<file path="src/rtl/push_debounce.sv">
// push_debounce: four-channel synchronized push-button debouncer with press/release pulses and sticky press flags
module push_debounce #(
  parameter int DB_TICKS = 500000,
  parameter int CNT_W = 20
) (
  input  logic       CLK,
  input  logic       RST,
  input  logic [3:0] PUSH,
  input  logic [3:0] EVENT_CLR,
  output logic [3:0] KEY_LEVEL,
  output logic [3:0] KEY_PRESS,
  output logic [3:0] KEY_RELEASE,
  output logic [3:0] KEY_EVENT
);
  localparam logic [CNT_W-1:0] LAST = CNT_W'(DB_TICKS - 1);
  logic [3:0] s1, s2, stable, press, rel, ev, sync, flip;
  logic [CNT_W-1:0] cnt [4];
  assign sync = ~s2;
  for (genvar i = 0; i < 4; i++) begin : g_ch
    assign flip[i] = (sync[i] != stable[i]) && (cnt[i] == LAST);
    always_ff @(posedge CLK)
      cnt[i] <= (RST || sync[i] == stable[i] || flip[i]) ? '0 : cnt[i] + 1'b1;
  end
  always_ff @(posedge CLK) begin
    if (RST) begin
      s1 <= '1;
      s2 <= '1;
      stable <= '0;
      press <= '0;
      rel <= '0;
      ev <= '0;
    end else begin
      s1 <= PUSH;
      s2 <= s1;
      stable <= stable ^ flip;
      press <= flip & ~stable;
      rel <= flip & stable;
      ev <= (ev & ~EVENT_CLR) | press;
    end
  end
  // press is folded in so a clear landing in the press cycle cannot win
  assign KEY_EVENT = ev | press;
  assign KEY_LEVEL = stable;
  assign KEY_PRESS = press;
  assign KEY_RELEASE = rel;
endmodule

</file>
<file path="config.mk">
export PLATFORM = sky130hd
export DESIGN_NAME = push_debounce
export DESIGN_NICKNAME = d
export VERILOG_FILES = /design/src/rtl/push_debounce.sv
export SDC_FILE = /design/constraint.sdc
export NUM_CORES = 1
export LEC_CHECK = 0
export CAP_MARGIN = 20
export CORE_UTILIZATION = 52
export CTS_CLUSTER_SIZE = 40
export DETAILED_ROUTE_END_ITERATION = 8
export PLACE_DENSITY = 0.82
export REMOVE_ABC_BUFFERS = 1
export SETUP_SLACK_MARGIN = 0.1
export SYNTH_ARGS = -nofsm -noshare
export SYNTH_HDL_FRONTEND = slang
export SYNTH_SLANG_ARGS = --single-unit
</file>
<file path="constraint.sdc">
create_clock -name CLK -period 2.4 [get_ports CLK]
set_clock_uncertainty 0.1 [all_clocks]
set_input_delay 0.48 -clock CLK [delete_from_list [all_inputs] [get_ports CLK]]
set_output_delay 0.48 -clock CLK [all_outputs]
set_load 0.02 [all_outputs]
</file>
==> flow_metrics.tcl <==
set metrics [dict create \
    status "completed" \
    wl_per_cell_um 12.9 \
    placed_area_um2 4820 \
    cp_max_fo 8 \
    critical_path.max_stage_delay_ps 580 \
    cp.required_ps 2590 \
    core_um2 8220 \
    drv_cap 0 \
    seq_area_frac_synth_pct 47.0 \
    grt_usage_pct 19.9 \
    finalNetCount 547 \
    final.min_clock_period_ps 2170 \
    holdWs_ps 308 \
    ys_ff_latch 104 \
    tns_ps 0 \
    clk_pin_slew_ps 100 \
    setup.worst_path.start_class "register" \
    slew_viol_final 0 \
    tritoncts "built" \
    numCtsBuffers 9 \
    cts-root-buf "clkbuf_8" \
    drcViolationCount 0 \
    portBuffers 25 \
    overflow 0 \
    arrival_ps 2360 \
    finalSetupViolCount 0 \
    avgViaCountPerCell 5.49 \
    gp_congestion 0.887 \
    io_pins 26 \
    synth_area_um2 4430 \
    antenna_found_initial 0 \
    antenna_cells 0 \
    tightest_slew_ps 636 \
    hold_path_class "reg2reg" \
    synth_cell_types 37 \
    crit_family "simple AND/OR/NAND/NOR gates" \
    clock_latency_ps 360 \
    path_cells "ha_2 > nand4_4 > or4_4 > or4b_1 > a21oi_1" \
    rsz0062_at_grt "false" \
    drtIter0Drc 88 \
    cts_htree_levels 3 \
    start_util_pct 53.9 \
    relSlewSlack_pct 57.3 \
    cpMaxStageDelayCell "or4_4" \
    synthCells 496 \
    critPathBufInv 0 \
    clk_path_buf_depth 2 \
    cts_num_sinks 104 \
    p_leak_nw 1.60 \
    place_hpwl_um 5740 \
    ant_nets 0 \
    ir_drop_mv 0.392 \
    dieArea_um2 8890 \
    power_density_nw_per_um2 572 \
    post-route-util_pct 61.1 \
    dieHeight_um 94.3 \
    drt_pass1_iterations 4 \
    hold_viol_final 0 \
    die_w_um 94.3 \
    yosysWarnings 0 \
    grt_pass1_vias 3317 \
    routed_wl_um 8200 \
    syn_area_per_cell_um2 8.93 \
    area_growth_pct 13.3 \
    via_count 3485 \
    grt_max_degree 21 \
    layout-drive-gt1-share_pct 8.30 \
    path_class "reg2reg" \
    grt_pass1_wl_um 14000 \
    fin_area_um2 5020 \
    std_cell_rows 33 \
    finalCritPeriodShare_pct 90.5 \
    total_power_mw 2.87 \
    cp-end-kind "register" \
    timing.fmax_ghz 0.460 \
]
-- state kept, by name, indices dropped and copies added, names as in the netlist --
name and cells:
KEY_RELEASE 4, ev 4, s1 4, s2 4, KEY_PRESS 4, KEY_LEVEL 4, cnt 80
-- final timing paths --
path	cells past startpoint	startpoint	endpoint	slack, ps
worst max register to register	5	cnt[2][0]	cnt[2][18]	230
worst min-delay path	1	s1[3]	s2[3]	310
worst max-delay path	5	cnt[2][0]	cnt[2][18]	230
worst min register to register	1	s1[3]	s2[3]	310
-- cell families (layout without fill, tap and decap cells) --
family	after synthesis	after routing	share of synthesized area (%)
AOI/OAI and AO/OA	39	39	4.69
buffers and inverters	35	69	3.11
DFF	104	104	47.0
adders and majority gates	12	12	3.39
and+or+nand+nor	246	246	30.0
xor gates and xnor gates	60	60	11.9
-- worst reg2reg max path: stages (launching register included) --
cell and delay [ps]:
dfxtp_1 400, ha_2 250, nand4_4 160, or4_4 580
or4b_1 470, a21oi_1 150
-- layout make-up --
cell class,count,area [µm²]
repair buffers,34,322
inverters,19,71.3
clock inverters,6,67.6
clock buffers,10,128
flip-flops and latches,104,2080
well taps,105,131
multi-input cells,357,2220
fillers,670,3200
-- repair_timing --
action | in CTS | in global routing
buffers inserted | 0 | 0
gates resized for setup | 0 | 1
endpoints found under the setup margin | 0 | 1
hold buffers | 0 | 0
hold endpoints to repair | 0 | 0
-- layer usage --
layer  wire length [µm]  share of wire [%]  up-vias  GRT usage (%)
li1                   -                  -     1771              -
met1               3730                 46     1637           23.1
met2               4030                 49       68           34.7
met3                348                4.2        9           5.74
met4                 89                1.1        0           6.67
met5                  0                  0        -              0
-- report_power, final --
| part | switching (mW) | total [mW] | internal [mW] |
|---|---|---|---|
| clock network | 0.592 | 1.08 | 0.491 |
| registers | 0.00402 | 1.74 | 1.73 |
| logic | 0.0257 | 0.0533 | 0.0276 |
-- cells in the final DEF, fill, tap and decap left out, types with 17 or more instances in the layout --
cell type	synthesis	routed
nand4_1	26	26
xnor2_1	29	29
xor2_1	31	31
a21oi_1	20	20
nand2_1	17	17
nor2_1	82	82
inv_1	19	19
clkdlybuf4s50_1	0	25
nand3_1	30	30
dfxtp_1	104	104
-- Yosys cell counts, drive strengths merged --
cell type,n,area share (%)
nand3,30,3.4
nor3b,1,0.17
nor2b,12,1.7
ha,12,3.4
a21oi,20,2.3
nor4b,2,0.40
nor3,10,1.1
or4b,3,0.68
nor4,10,1.4
xnor2,29,5.7
o21ai,14,1.6
and3,3,0.42
or3,12,1.7
and4,7,1.4
inv,19,1.6
nand2,17,1.4
nor2,82,6.9
nand2b,1,0.14
xor2,31,6.1
o31ai,5,0.85
nor4bb,2,0.45
buf,3,0.40
or3b,1,0.20
or4,10,1.8
nand3b,2,0.34
or2,13,1.8
nand4,28,4.4
clkbuf,13,1.1
dfxtp,104,47
-- through the flow --
step           worst slack, ps  std cells
6_report                   228        635
3_5_place_dp               192        619
5_1_grt                    137        635
4_1_cts                    186        635
3_3_place_gp               231        618
2_1_floorplan            -5.97        480
Power figures use the tool's default switching activity.
==> edit: new RTL, config.mk and constraints unchanged <==
Make the reset (`RST`) asynchronous in one clocked block.
--- a/src/rtl/push_debounce.sv
+++ b/src/rtl/push_debounce.sv
@@ -23,3 +23,3 @@
   end
-  always_ff @(posedge CLK) begin
+  always_ff @(posedge CLK or posedge RST) begin
     if (RST) begin
Behaviour: same outputs for any inputs over 10 cycles, from zero or initial values and one cycle with RST high; that may be too few to reach the edited logic, so the function may still have changed.
==> edit against the original RTL <==
  * Combinational power grew 41%
  * Area after synthesis grew 2.5%
  * Design area grew 2.6%
  * Critical path type is now register to primary output
  * Power grew 2.3%
  * Die area grew 2.4%
  * Setup slack gained 4.9 ps
  * Largest cell class is now sequential cells
  * Sequential cell count is the same
  * Wire length shrank 1.5%
==> edit: results (changes against the original RTL) <==
{| class="wikitable"
! Metric !! Value
|-
| Result of the run || finished, final reports clean (unchanged)
|-
| Via count of the first global-routing pass || 3315 (was 3317)
|-
| Cells after Synth || 473 (was 496)
|-
| Setup Fix Bufs, Post-CTS || 0 (unchanged)
|-
| Worst Hold Class || register to register (unchanged)
|-
| Max-slew violations || 0 (unchanged)
|-
| Largest net degree at the start of global routing || 21 (unchanged)
|-
| Sequential element share of the synthesized area || 48.72% (was 46.99%)
|-
| Maximum vdd ir drop || 0.2652 mV (was 0.3920 mV)
|-
| Worst-path cell with the longest stage delay || clkdlybuf4s50_1 (was or4_4)
|-
| Layout net count || 530 (was 547)
|-
| Fillers || 664 (was 670)
|-
| Synth cell types || 45 (was 37)
|-
| Clock tree buffer depth || 2 (unchanged)
|-
| Clock Tree Root || clkbuf_8 (unchanged)
|-
| Fraction of layout cells with a size suffix above 1 || 10.53% (was 8.302%)
|-
| Final non-filler cell total || 618 (was 635)
|-
| Worst Hold Path Cells || 0 (was 1)
|-
| Global-route wire length before repair || 13810 µm (was 14030 µm)
|-
| Tightest Pin Transition || 757.5 ps (was 636.1 ps)
|-
| Routed len/inst || 13.07 µm (was 12.91 µm)
|-
| Synthesis Warnings || 0 (unchanged)
|-
| Highest cell delay on the worst timing path || 550 ps (was 580 ps)
|-
| Share of synthesized flip-flops with an asynchronous set or reset || 23.08% (was 0%)
|-
| Final HPWL DP || 5815 µm (was 5744 µm)
|-
| Arrival time of data at the critical path endpoint || 1590 ps (was 2360 ps)
|-
| Vias || 3449 (was 3485)
|-
| P_leak || 1.797 nW (was 1.601 nW)
|-
| Crit Path Max Fanout || 3 (was 8)
|-
| Top cells by instance count after synthesis || 80 x dfxtp_1, 78 x nor2_1, 43 x xnor2_1 (was 104 x dfxtp_1, 82 x nor2_1, 31 x xor2_1)
|-
| Count of placed standard cells including taps || 602 (was 619)
|-
| Initial DRC count || 79 (was 88)
|-
| Clock Latency Late Sink || 370 ps
|-
| Total global-route track usage || 19.31% (was 19.87%)
|-
| Final weighted congestion of routability-driven global placement || 0.8432 (was 0.8866)
|-
| Main area contributors after synthesis || dfxtp_1 35%, dfrtp_1 8.8%, xnor2_1 8.3% (was dfxtp_1 47%, nor2_1 6.9%, xor2_1 6.1%)
|-
| CTS-repair resized insts || 0 (unchanged)
|-
| 1st-pass router iterations || 4 (unchanged)
|}
[edit: cell types whose count changed after synthesis, moves of 10 or more]
| cell | unedited run | this run |
|---|---|---|
| nor2b_1 | 12 | 1 |
| xnor2_1 | 29 | 43 |
| dfxtp_1 | 104 | 80 |
| xor2_1 | 31 | 20 |
| dfrtp_1 | 0 | 16 |
| a21oi_1 | 20 | 10 |
[edit: kinds of logic after synthesis]
kind of cell               Yosys count  synth area share (%)
and+or+nand+nor                    223                 26.95
adders and majority gates           12                 3.307
buffers and inverters               37                 3.279
AOI/OAI and AO/OA                   32                 5.153
DFF                                104                 48.72
xor gates and xnor gates            63                 12.15
muxes                                2                0.4409
[edit: critical path: cells and delay by family, from the launching register on]
family	cells	cell delay, ps
buffers and inverters	1	550
flip-flops	1	400
AND/OR/NAND/NOR	1	270
[edit: per-stage QoR]
stage / setup TNS, ps / cell area [µm²] / setup slack (ps)
after CTS: 0 / 5152 / 203.2
after detailed placement: 0 / 4950 / 268.9
after global placement: 0 / 4950 / 347.9
after floorplan: -8191 / 4493 / -422.7
final: 0 / 5152 / 232.8
after global routing: 0 / 5152 / 157.1
[edit: final timing paths]
check | from | to | slack, ps
min | s1[1]$_DFF_PP1_ | s2[1]$_DFF_PP1_ | 260
max | KEY_PRESS[1]$_DFF_PP0_ | KEY_EVENT[1] | 230
min reg2reg | s1[1]$_DFF_PP1_ | s2[1]$_DFF_PP1_ | 260
min in group asynchronous | RST | KEY_LEVEL[1]$_DFF_PP0_ | 310
max reg2reg | cnt[3][0]$_SDFF_PP0_ | cnt[3][18]$_SDFF_PP0_ | 300
max in group asynchronous | RST | s1[1]$_DFF_PP1_ | 1320
[edit: cell type report]
| cell class | instances | area [µm²] | area share, % |
|---|---|---|---|
| Sequential cell | 104 | 2212 | 42.93 |
| Timing Repair Buffer | 34 | 317.8 | 6.168 |
| Tap cell | 105 | 131.4 | 2.550 |
| Clock buffer | 9 | 123.9 | 2.404 |
| Clock inverter | 7 | 78.83 | 1.530 |
| Inverter | 27 | 101.3 | 1.967 |
| Multi-Input combinational cell | 332 | 2187 | 42.45 |
[edit: layer usage]
metal / vias up / GRT usage, % / routed length, µm
met1: 1650 / 22.11 / 3662
met2: 64 / 33.93 / 3948
met5: - / 0 / 0
met3: 17 / 4.466 / 272
met4: 0 / 8.955 / 195
li1: 1718 / - / -
[edit: power by group]
part | internal (mW) | switching [mW]
Clock | 0.493 | 0.613
Sequential | 1.75 | 0.00917
Combinational | 0.0329 | 0.0420
